$ cat src/rtl/mmio_gpio_responder.sv
// MMIO responder: LED register, synchronized/debounced switches and sticky rising-edge capture.
// Define MMIO_GPIO_SW_IRQ_EN to add the IRQMASK register (+0x18) and the registered o_irq output.
module mmio_gpio_responder #(
    parameter int unsigned  N          = 64,
    parameter logic [N-1:0] BASE_ADDR  = 'h8000,
    parameter int unsigned  DEB_CYCLES = 20000
) (
    input  logic         i_clk,
    input  logic         i_reset,
    input  logic [N-1:0] i_addr,
    input  logic [N-1:0] i_wdata,
    input  logic         i_we,
    input  logic         i_re,
    input  logic [15:0]  i_sw_in,
    output logic [N-1:0] o_rdata,
    output logic         o_hit,
`ifdef MMIO_GPIO_SW_IRQ_EN
    output logic         o_irq,
`endif
    output logic [15:0]  o_led
);

    localparam int unsigned   CW       = $clog2(DEB_CYCLES);
    localparam logic [CW-1:0] CNT_LAST = CW'(DEB_CYCLES - 1);

    localparam logic [N-1:0] A_LED  = BASE_ADDR;
    localparam logic [N-1:0] A_SW   = BASE_ADDR + N'(8);
    localparam logic [N-1:0] A_EDGE = BASE_ADDR + N'(16);

    logic [15:0]   r_led;
    logic [15:0]   r_sync1;
    logic [15:0]   r_sync2;
    logic [15:0]   r_stable;
    logic [15:0]   r_edge;
    logic [CW-1:0] r_cnt;

    logic          w_aligned;
    logic          w_sel_led;
    logic          w_sel_sw;
    logic          w_sel_edge;
    logic          w_changed;
    logic          w_accept;
    logic [15:0]   w_rise;
    logic [15:0]   w_clr;
    logic [15:0]   w_rd16;
    logic          w_unused;

    assign w_aligned  = (i_addr[2:0] == 3'b000);
    assign w_sel_led  = w_aligned && (i_addr == A_LED);
    assign w_sel_sw   = w_aligned && (i_addr == A_SW);
    assign w_sel_edge = w_aligned && (i_addr == A_EDGE);

`ifdef MMIO_GPIO_SW_IRQ_EN
    localparam logic [N-1:0] A_MASK = BASE_ADDR + N'(24);

    logic [15:0] r_mask;
    logic        r_irq;
    logic        w_sel_mask;

    assign w_sel_mask = w_aligned && (i_addr == A_MASK);
    assign o_hit      = w_sel_led || w_sel_sw || w_sel_edge || w_sel_mask;
    assign o_irq      = r_irq;

    // Registered from current state, so it drops one cycle after a W1C or mask write.
    always_ff @(posedge i_clk) begin
        if (!i_reset) begin
            r_mask <= '0;
            r_irq  <= 1'b0;
        end else begin
            if (i_we && w_sel_mask) r_mask <= i_wdata[15:0];
            r_irq <= |(r_edge & r_mask);
        end
    end
`else
    assign o_hit = w_sel_led || w_sel_sw || w_sel_edge;
`endif

    always_comb begin
        w_rd16 = '0;
        if (w_sel_led)       w_rd16 = r_led;
        else if (w_sel_sw)   w_rd16 = r_stable;
        else if (w_sel_edge) w_rd16 = r_edge;
`ifdef MMIO_GPIO_SW_IRQ_EN
        else if (w_sel_mask) w_rd16 = r_mask;
`endif
        o_rdata = '0;
        if (i_re && o_hit) o_rdata = N'(w_rd16);
    end

    // Whole-vector debounce: the count survives changes of sync2 and only resets once it matches.
    assign w_changed = (r_sync2 != r_stable);
    assign w_accept  = w_changed && (r_cnt == CNT_LAST);
    assign w_rise    = w_accept ? (r_sync2 & ~r_stable) : 16'h0000;
    assign w_clr     = (i_we && w_sel_edge) ? i_wdata[15:0] : 16'h0000;

    always_ff @(posedge i_clk) begin
        if (!i_reset) begin
            r_led    <= '0;
            r_sync1  <= '0;
            r_sync2  <= '0;
            r_stable <= '0;
            r_edge   <= '0;
            r_cnt    <= '0;
        end else begin
            r_sync1 <= i_sw_in;
            r_sync2 <= r_sync1;
            if (!w_changed) begin
                r_cnt <= '0;
            end else if (w_accept) begin
                r_stable <= r_sync2;
                r_cnt    <= '0;
            end else begin
                r_cnt <= r_cnt + CW'(1);
            end
            r_edge <= (r_edge & ~w_clr) | w_rise;
            if (i_we && w_sel_led) r_led <= i_wdata[15:0];
        end
    end

    assign o_led    = r_led;
    assign w_unused = ^i_wdata[N-1:16];

endmodule

$ cat config.mk
export PLATFORM = sky130hd
export DESIGN_NAME = mmio_gpio_responder
export DESIGN_NICKNAME = d
export VERILOG_FILES = /design/src/rtl/mmio_gpio_responder.sv
export SDC_FILE = /design/constraint.sdc
export NUM_CORES = 1
export LEC_CHECK = 0
export ABC_AREA = 1
export BUFFER_PORTS_ARGS = -buffer_cell sky130_fd_sc_hd__buf_2
export CORE_MARGIN = 2
export CORE_UTILIZATION = 48
export CTS_BUF_LIST = sky130_fd_sc_hd__clkbuf_16
export CTS_CLUSTER_SIZE = 16
export DETAILED_ROUTE_END_ITERATION = 6
export PLACE_DENSITY = 0.92
export SLEW_MARGIN = 20
export SYNTH_ARGS = -nofsm -noshare
export SYNTH_HDL_FRONTEND = slang
export SYNTH_SLANG_ARGS = --single-unit
$ cat constraint.sdc
create_clock -name i_clk -period 1.8 [get_ports i_clk]
set_input_delay 0.09 -clock i_clk [delete_from_list [all_inputs] [get_ports i_clk]]
set_output_delay 0.09 -clock i_clk [all_outputs]
set_load 0.02 [all_outputs]
==> qor.txt, run 1 <==
Outcome: completed
Vias per cell: 4.89
Final Hold Fails: 0
Antenna violations before repair: 0
M3 GR Usage: 3.68%
N_diodes: 0
Comb pwr share: 8.9%
Met1 Use GR: 24.7%
Die ar.: 0.0118 mm²
Antenna Nets Post-Route: 0
Yosys warning count: 0
Clock buffer depth: 2
Final Slew Violations: 0
Rel. slew slack: 64.2%
Critical Path Fanout Max: 17
Flip-flop and latch count after synthesis: 95
Reg power frac: 48.0%
WP buf/inv: 3
Synth cell types: 28
Post-synth top area share: 36.2%
Residual DRC: 0
CTS Buf Count: 9
Sink Count: 95
CP delay by family, top: simple AND/OR/NAND/NOR gates
Routed wire length: 12,400 µm
Power per cell area: 685 mW/mm²
Area Overhead vs Synth: 25.3%
Wire per inst: 11.7 µm
Sequential area share after synthesis: 36.2%
Initial core utilization: 48.8%
Worst EP arrival: 1.60 ns
Final HPWL DP: 8430 µm
Synth area leaders: dfxtp_1 (36%), nand2_1 (12%), nor2_1 (11%)
Required time worst endpoint: 1.71 ns
Worst setup margin: 0.108 ns
Layout Skew: 0.0106 ns
GRT Total Usage: 19.8%
Hold WC Path Type: in2reg
Final setup TNS: 0 ns
# nets final: 1,082
Synthesized area: 0.00525 mm²
IO Pins: 229
GRT busiest layer: met2
Placement row count: 38
Buffers on Ports: 132
Mean area per synthesized cell: 6.81 µm²
Clock share of power: 43.1%
Layout cell share with drive strength beyond 1: 21.8%
Height of the die: 109 µm
Iter 0 DRT Violations: 588
First-pass GRT wire length: 19,100 µm
Clk Latency, worst-skew pair: 0.34 ns
Slowest cell on the critical path: nor2_4
CP Capture Type: output pin
Fillers: 954
Crit-path max cell delay: 0.24 ns
Int Power: 3390 µW
Commonest cells after routing, fill and taps aside: nand2_1 (158), nor2_1 (144), buf_2 (124), dfxtp_1 (94), inv_1 (80)
Switching Fraction: 24.7%
Number of global-route vias before repair: 4,571
Util after Layout: 61.2%
Die W: 109 µm
Post-Route Hold Slack: 0.0344 ns
Total of max-cap violations: 0
Clock Root Buffer: clkbuf_16
Vias: 5,194
Place WS: -0.0151 ns
Most common cell on crit path: nor2_1
FMAX: 0.591 GHz
RSZ-0062 raised after global routing: yes
Tcrit/Tclk final: 94.0%
Largest net degree at the start of global routing: 53
Mapped Cells: 770
Total power: 4500 µW
GR Layer Usage met2: 33.3%
Max VDD drop: 0.435 mV
Most common cell after layout, fill and taps aside: nand2_1
Yosys top cell by area: dfxtp_1
DRT Pass-1 Iters: 6
Register clock-pin slew on the reported worst setup and hold paths: 0.07 ns
CTS tree: yes
Core area: 0.0107 mm²
Gpl congestion: 0.882
H-tree Lvls: 3
Grt total ovfl: 0
Crit start category: input pin
Leakage: 0.00305 µW
Switch Pwr: 1110 µW
CP Class: in2out
Crit-path cells: buf_2, nor2_1, nand2_1, nor2_1, nand2_1, nor2_4, nand2_2, o21ai_4, buf_12, nand3_1, nor2_1, buf_2
Final setup fails: 0
Fin crit period: 1.69 ns
Worst-Margin Slew: 0.537 ns
power groups by stage:
stage          sequential, µW  combinational, µW  clock [µW]
2_1_floorplan            2210                300           0
3_3_place_gp             2210                358           0
3_5_place_dp             2210                361           0
4_1_cts                  2160                388        1980
5_1_grt                  2170                448        2060
6_report                 2160                400        1940
worst min-delay path: cells and delay by family:
kind	cells	cell delay, ns
buffers and inverters	1	0.11
and+or+nand+nor	1	0.08
AOI/OAI and AO/OA	1	0.06
cells in the mapped netlist (all sizes together):
master  count
nand4      71
nor4        1
inv        80
xor2        9
conb        1
clkbuf     19
nor2      158
nand3b      3
a21oi      32
nand3      45
xnor2       4
nor3        1
o21ai       1
nor3b       1
or2         1
dfxtp      95
buf        68
nand2     163
ha         17
final timing paths:
check / cells after the start / to / slack (ns) / startpoint
setup / recovery: 12 / o_rdata[10] / 0.11 / i_addr[37]
hold / removal: 3 / o_led[9] / 0.03 / i_wdata[9]
setup reg to reg: 8 / r_stable[0] / 0.13 / r_cnt[1]
hold reg to reg: 2 / r_sync2[13] / 0.41 / r_sync1[13]
area by class of cell:
cell class	count	area [µm²]	share of cell area [%]
clock buffer	9	225	3.43
clock inverter	7	80.1	1.22
inverter	80	300	4.57
multi-input combinational	555	2730	41.5
sequential	95	1900	29.0
tap	140	175	2.67
timing repair buffer	176	1160	17.7
flip-flops by register name, indices dropped and copies added, names as in the netlist:
name and count:
r_sync2 16, r_stable 16, r_sync1 16, r_edge 16, o_led 16, r_cnt 15
layer usage:
layer | wire [µm] | part of all wire [%] | vias to the layer above
met4 | 310 | 2.5 | 0
met5 | 0 | 0 | -
met2 | 5880 | 47 | 260
met1 | 5170 | 42 | 2250
met3 | 1050 | 8.5 | 31
li1 | - | - | 2653
stage by stage:
stage	cells	area (µm²)
finish	1062	6570
global route	1062	6570
CTS	1052	6350
detailed placement	1020	5890
global placement	1020	5890
floorplan	817	5420
cells by family (layout without fill, tap and decap cells):
group                      count (synthesis)  after routing  synth area share (%)
adders and majority gates                 17             17                  4.05
xor gates and xnor gates                  13             13                  2.17
DFF                                       95             95                  36.2
and+or+nand+nor                          444            444                  37.9
buffers and inverters                    167            272                  16.2
other                                      1             48                0.0715
AOI/OAI and AO/OA                         33             33                  3.36
timing repair:
item | 4_1_cts | 5_1_grt
buffers inserted | 0 | 5
setup endpoints to repair | 0 | 62
endpoints found under the hold margin | 16 | 0
hold buffers | 16 | 0
resized for setup | 0 | 33
Power figures use the tool's default switching activity.
==> run 2, diff against run 1 <==
Settings changed: ABC_AREA 1 to default, CORE_UTILIZATION 48 to 46, PLACE_DENSITY 0.92 to 0.91.
==> run 2 against run 1 <==
The flow now finishes with violations (negative hold slack, negative setup slack). Via count decreased by 10%. Sequential power barely moved. Critical path depth fell by 5. Setup slack got worse by 0.31 ns. Utilization rose by 11 points. Power increased by 8.0%. Count of clock-buffer cells in the layout did not move. Synthesized area down 11%. Critical endpoint is now o_rdata[14].
==> qor.txt, run 2 <==
Outcome: finished with violations (was completed)
Violated checks: negative hold slack, negative setup slack
Vias per cell: 5.44 (was 4.89)
Fillers: 629 (was 954)
RSZ-0062 raised after global routing: yes (unchanged)
Wire per inst: 18.8 µm (was 11.7 µm)
Layout Skew: 0.0109 ns (was 0.0106 ns)
CTS Buf Count: 9 (unchanged)
Synth cell types: 36 (was 28)
Synth area leaders: dfxtp_1 (41%), buf_4 (7.9%), mux2i_1 (6.9%) (was dfxtp_1 (36%), nand2_1 (12%), nor2_1 (11%))
Worst-Margin Slew: 0.670 ns (was 0.537 ns)
Area Overhead vs Synth: 52.4% (was 25.3%)
Worst EP arrival: 1.91 ns (was 1.60 ns)
Place WS: -0.371 ns (was -0.0151 ns)
Critical Path Fanout Max: 8 (was 17)
Post-synth top area share: 40.9% (was 36.2%)
# nets final: 886 (was 1,082)
Final Hold Fails: 1 (was 0)
Die W: 105 µm (was 109 µm)
Commonest cells post-synth: dfxtp_1 (95), buf_4 (49), nor2_1 (49) (was nand2_1 (161), nor2_1 (153), dfxtp_1 (95))
Height of the die: 105 µm (was 109 µm)
Post-synth EDFFs: 0 (unchanged)
Clk Latency, worst-skew pair: 0.36 ns (was 0.34 ns)
DP Area: 0.00567 mm² (was 0.00589 mm²)
Layout cell share with drive strength beyond 1: 43.0% (was 21.8%)
Max VDD drop: 0.724 mV (was 0.435 mV)
CP Capture Type: output pin (unchanged)
Final setup fails: 64 (was 0)
Flop-to-flop setup slack: -0.15 ns (was 0.13 ns)
Register clock-pin slew on the reported worst setup and hold paths: 0.07 ns (about the same)
H-tree Lvls: 3 (unchanged)
Largest net degree at the start of global routing: 51 (was 53)
Number of global-route vias before repair: 4,452 (was 4,571)
Flip-flop and latch count after synthesis: 95 (unchanged)
CP Class: in2out (unchanged)
Share of synthesized registers carrying an async set or reset: 0% (unchanged)
Vias: 4,669 (was 5,194)
Residual DRC: 0 (unchanged)
Total of max-cap violations: 0 (unchanged)
Most common cell in the netlist: dfxtp_1 (was nand2_1)
Antenna violations before repair: 0 (unchanged)
Worst setup margin: -0.202 ns (was 0.108 ns)
Clock Root Buffer: clkbuf_16 (unchanged)
Sink Count: 95 (unchanged)
N_diodes: 0 (unchanged)
Buffers on Ports: 132 (unchanged)
Die ar.: 0.0109 mm² (was 0.0118 mm²)
Yosys top cell by area: dfxtp_1 (unchanged)
Final HPWL DP: 8790 µm (was 8430 µm)
Mapped Cells: 538 (was 770)
Routed wire length: 16,100 µm (was 12,400 µm)
Clock buffer depth: 2 (unchanged)
Leakage: 0.00298 µW (was 0.00305 µW)
IO Pins: 229 (unchanged)
Yosys warning count: 0 (unchanged)
Ys flop type: dfxtp_1 (unchanged)
Synthesized area: 0.00465 mm² (was 0.00525 mm²)
Mean area per synthesized cell: 8.64 µm² (was 6.81 µm²)
Most common cell after layout, fill and taps aside: buf_2 (was nand2_1)
Crit-path max cell delay: 0.61 ns (was 0.24 ns)
Crit-path cells: buf_2, nor4b_4, nand4_1, or4_4, a211o_4, nor2_4, buf_6 (was buf_2, nor2_1, nand2_1, nor2_1, nand2_1, nor2_4, nand2_2, o21ai_4, buf_12, nand3_1, nor2_1, buf_2)
Tcrit/Tclk final: 111% (was 94.0%)
Core area: 0.00977 mm² (was 0.0107 mm²)
Required time worst endpoint: 1.71 ns (about the same)
Placement row count: 36 (was 38)
Rel. slew slack: 55.4% (was 64.2%)
Sequential area share after synthesis: 40.9% (was 36.2%)
Final Slew Violations: 0 (unchanged)
DRT Pass-1 Iters: 5 (was 6)
Initial core utilization: 47.6% (was 48.8%)
Hold WC Path Type: in2reg (unchanged)
GRT Total Usage: 25.8% (was 19.8%)
Crit start category: input pin (unchanged)
Fin crit period: 2.00 ns (was 1.69 ns)
Post-route cell area: 0.00708 mm² (was 0.00657 mm²)
First-pass GRT wire length: 22,300 µm (was 19,100 µm)
CTS tree: yes (unchanged)
Grt total ovfl: 0 (unchanged)
Iter 0 DRT Violations: 384 (was 588)
Post-Route Hold Slack: -0.00567 ns (was 0.0344 ns)
Commonest cells after routing, fill and taps aside: buf_2 (102), dfxtp_1 (79), conb_1 (48), buf_4 (43), buf_6 (34) (was nand2_1 (158), nor2_1 (144), buf_2 (124), dfxtp_1 (94), inv_1 (80))
Antenna Nets Post-Route: 0 (unchanged)
Slowest cell on the critical path: or4_4 (was nor2_4)
Final setup TNS: -7.22 ns (was 0 ns)
Gpl congestion: 0.872 (was 0.882)
Power per cell area: 687 mW/mm² (was 685 mW/mm²)
FMAX: 0.499 GHz (was 0.591 GHz)
-- run 2: metal layers --
layer | part of all wire, % | global-route usage, % | wire length [µm]
met3 | 8.3 | 6.58 | 1340
met4 | 4.7 | 9.65 | 756
met5 | 0 | 0 | 0
met1 | 35 | 28.4 | 5590
met2 | 52 | 47.3 | 8450
-- run 2: cells by family after synthesis --
| group | after synthesis | synth area share (%) |
|---|---|---|
| other | 1 | 0.0807 |
| multiplexers | 32 | 6.89 |
| AND/OR/NAND/NOR | 201 | 22.4 |
| buffers and inverters | 97 | 12.0 |
| flip-flops | 95 | 40.9 |
| XOR/XNOR | 13 | 2.45 |
| adder cells (fa/ha/maj) | 17 | 4.58 |
| AO/OA/AOI/OAI | 82 | 10.6 |
-- run 2: metrics by stage --
step	cells	total power (µW)	hold WS (ns)	util (%)
2_1_floorplan	585	2520	0.217	-
3_3_place_gp	814	2620	0.297	58.0
3_5_place_dp	814	2620	0.298	58.0
4_1_cts	859	4780	0.00142	68.2
5_1_grt	859	5000	0.0121	72.5
6_report	859	4870	-0.00567	72.5
-- run 2: worst paths after layout --
path,startpoint,end,cells past startpoint
max,i_addr[14],o_rdata[14],7
min,i_sw_in[0],r_sync1[0],2
max reg2reg,r_stable[11],r_stable[6],8
min reg2reg,r_sync1[11],r_sync2[11],1
-- run 2: area by class of cell --
type | instances | area (µm²) | share of cell area, %
Clock buffer | 9 | 225 | 3.18
Clock inverter | 7 | 116 | 1.64
Inverter | 20 | 75.1 | 1.06
Multi-Input combinational cell | 394 | 3050 | 43.1
Sequential cell | 95 | 1920 | 27.1
Tap cell | 133 | 166 | 2.35
Timing Repair Buffer | 201 | 1530 | 21.6
-- run 2: timing repair --
action | 4_1_cts | 5_1_grt
endpoints found under the hold margin | 15 | 0
setup buffers | 11 | 2
setup endpoints to repair | 49 | 80
pin swaps | 35 | 59
hold buffers | 15 | 0
gates cloned | 3 | 2
resized for setup | 84 | 109
-- run 2: critical path, delay by kind of cell --
| kind | cells | cell delay, ns |
|---|---|---|
| AND/OR/NAND/NOR | 4 | 1.17 |
| AO/OA/AOI/OAI | 1 | 0.40 |
| buffers and inverters | 2 | 0.23 |
-- run 2: power by group --
part / switching, µW / internal [µW]
logic: 306 / 238
registers: 24.5 / 2140
clock network: 902 / 1250
total: 1230 / 3630
==> run 3, diff against run 2 <==
Settings changed: CORE_UTILIZATION 46 to 45, PLACE_DENSITY 0.91 to 0.9.
==> run 3 against run 2 <==
The run ends with negative setup slack left. Maximum frequency fell by 0.88%. Critical path depth is the same. Power fell by 1.0%. Combinational power decreased by 0.7%. Largest power group unchanged.
==> qor.txt, run 3 (same netlist as run 2, synthesis figures left out) <==
Place WS: -0.509 ns (was -0.371 ns)
Antenna Nets Post-Route: 0 (unchanged)
Vias per cell: 5.33 (was 5.44)
H-tree Lvls: 3 (unchanged)
Slowest cell on the critical path: or4_4 (unchanged)
Iter 0 DRT Violations: 383 (was 384)
Core area: 0.0102 mm² (was 0.00977 mm²)
Final HPWL DP: 8820 µm (was 8790 µm)
Buffers on Ports: 132 (unchanged)
# nets final: 890 (was 886)
Hold_sp: i_wdata[11] (was i_sw_in[0])
First-pass GRT wire length: 22,300 µm (about the same)
Placement row count: 37 (was 36)
WP buf/inv: 2 (unchanged)
CP Launch Point: i_addr[18] (was i_addr[14])
R2r startpoint: r_stable[10] (was r_stable[11])
Clk Latency, worst-skew pair: 0.35 ns (was 0.36 ns)
N_diodes: 0 (unchanged)
Worst setup margin: -0.220 ns (was -0.202 ns)
CTS Buf Count: 9 (unchanged)
CTS tree: yes (unchanged)
Crit start category: input pin (unchanged)
Most common cell after layout, fill and taps aside: buf_2 (unchanged)
Rel. slew slack: 56.9% (was 55.4%)
CP Class: in2out (unchanged)
Residual DRC: 0 (unchanged)
Routed wire length: 15,800 µm (was 16,100 µm)
GRT Total Usage: 25.3% (was 25.8%)
RSZ-0062 raised after global routing: yes (unchanged)
Outcome: finished with violations (unchanged)
Initial core utilization: 45.6% (was 47.6%)
Required time worst endpoint: 1.71 ns (about the same)
Critical Path Fanout Max: 8 (unchanged)
Commonest cells after routing, fill and taps aside: buf_2 (107), dfxtp_1 (80), conb_1 (48), buf_4 (48), and2_1 (33) (was buf_2 (102), dfxtp_1 (79), conb_1 (48), buf_4 (43), buf_6 (34))
FMAX: 0.495 GHz (was 0.499 GHz)
Gpl congestion: 0.843 (was 0.872)
Crit-path cells: buf_2, nor4_2, nand4_1, or4_4, a211o_4, nor2_4, buf_6 (was buf_2, nor4b_4, nand4_1, or4_4, a211o_4, nor2_4, buf_6)
Final Slew Violations: 0 (unchanged)
Violated checks: negative setup slack (was negative hold slack, negative setup slack)
Max VDD drop: 0.598 mV (was 0.724 mV)
Fin crit period: 2.02 ns (was 2.00 ns)
Largest net degree at the start of global routing: 41 (was 51)
Power per cell area: 697 mW/mm² (was 687 mW/mm²)
Post-route cell area: 0.00692 mm² (was 0.00708 mm²)
Worst EP arrival: 1.93 ns (was 1.91 ns)
Area Overhead vs Synth: 48.8% (was 52.4%)
DP Area: 0.00567 mm² (about the same)
Final setup fails: 79 (was 64)
Die ar.: 0.0112 mm² (was 0.0109 mm²)
Height of the die: 106 µm (was 105 µm)
Grt total ovfl: 0 (unchanged)
Final setup TNS: -11.32 ns (was -7.22 ns)
IO Pins: 229 (unchanged)
Tcrit/Tclk final: 112% (was 111%)
Die W: 106 µm (was 105 µm)
Leakage: 0.00285 µW (was 0.00298 µW)
Antenna violations before repair: 0 (unchanged)
Clock buffer depth: 2 (unchanged)
CP delay by family, top: simple AND/OR/NAND/NOR gates (unchanged)
Sink Count: 95 (unchanged)
DRT Pass-1 Iters: 4 (was 5)
CP Capture Type: output pin (unchanged)
Layout cell share with drive strength beyond 1: 43.2% (was 43.0%)
Clock Root Buffer: clkbuf_16 (unchanged)
Number of global-route vias before repair: 4,600 (was 4,452)
Crit-path max cell delay: 0.62 ns (was 0.61 ns)
Hold WC Path Type: in2reg (unchanged)
Total of max-cap violations: 0 (unchanged)
Final Non-Filler Cells: 866 (was 859)
Vias: 4,614 (was 4,669)
Wire per inst: 18.2 µm (was 18.8 µm)
Worst-Margin Slew: 0.646 ns (was 0.670 ns)
Cell count after placement: 816 (was 814)
Final Hold Fails: 0 (was 1)
Layout Skew: 0.0190 ns (was 0.0109 ns)
Register clock-pin slew on the reported worst setup and hold paths: 0.08 ns (was 0.07 ns)
## run 3: per-layer routing
metal / global-route usage [%] / wire length, µm / up-vias
met2: 45.9 / 7980 / 323
met4: 14.9 / 919 / 0
met1: 26.9 / 5480 / 2121
li1: - / - / 2100
met5: 0 / 0 / -
met3: 5.19 / 1410 / 70
## run 3: stage by stage
| stage | utilization [%] | hold slack [ns] | power [µW] |
|---|---|---|---|
| final | 67.9 | 0.000295 | 4820 |
| after global routing | 67.9 | -0.00142 | 4940 |
| after CTS | 65.0 | 0.00401 | 4740 |
| after detailed placement | 55.6 | 0.298 | 2630 |
| after global placement | 55.6 | 0.299 | 2620 |
| after floorplan | - | 0.217 | 2520 |
## run 3: what timing repair did
action                                  CTS  global route
endpoints found under the setup margin   50            80
gates resized for setup                 108            66
gates cloned                              2             2
hold buffers                             15             0
buffers inserted                         16             2
pin swaps                                52            35
hold endpoints to repair                 15             0
## run 3: cell type report
type                            count  area (µm²)
Tap cell                          136         170
Sequential cell                    95        1920
Fill cell                         707        3270
Clock buffer                        9         225
Timing Repair Buffer              205        1470
Multi-Input combinational cell    394        2950
Clock inverter                      7         103
Inverter                           20        75.1
## run 3: worst paths after layout
check,endpoint,slack (ns),depth (start not counted)
worst max register to register,r_cnt[11],-0.19,9
worst max-delay path,o_rdata[11],-0.22,7
worst min-delay path,o_led[11],0.0003,3
worst min register to register,r_sync2[11],0.44,1
## run 3: power breakdown
part	internal (µW)	leakage, µW	total, µW	switching [µW]
logic	241	0.00191	540	299
registers	2140	0.000780	2170	26.8
clock network	1240	0.000157	2110	873
## run 3: worst reg2reg max path: cells and delay by family (launching register included)
family / cells / cell delay (ns)
flip-flops: 1 / 0.36
AND/OR/NAND/NOR: 4 / 0.72
buffers and inverters: 4 / 0.54
adder cells (fa/ha/maj): 1 / 0.25
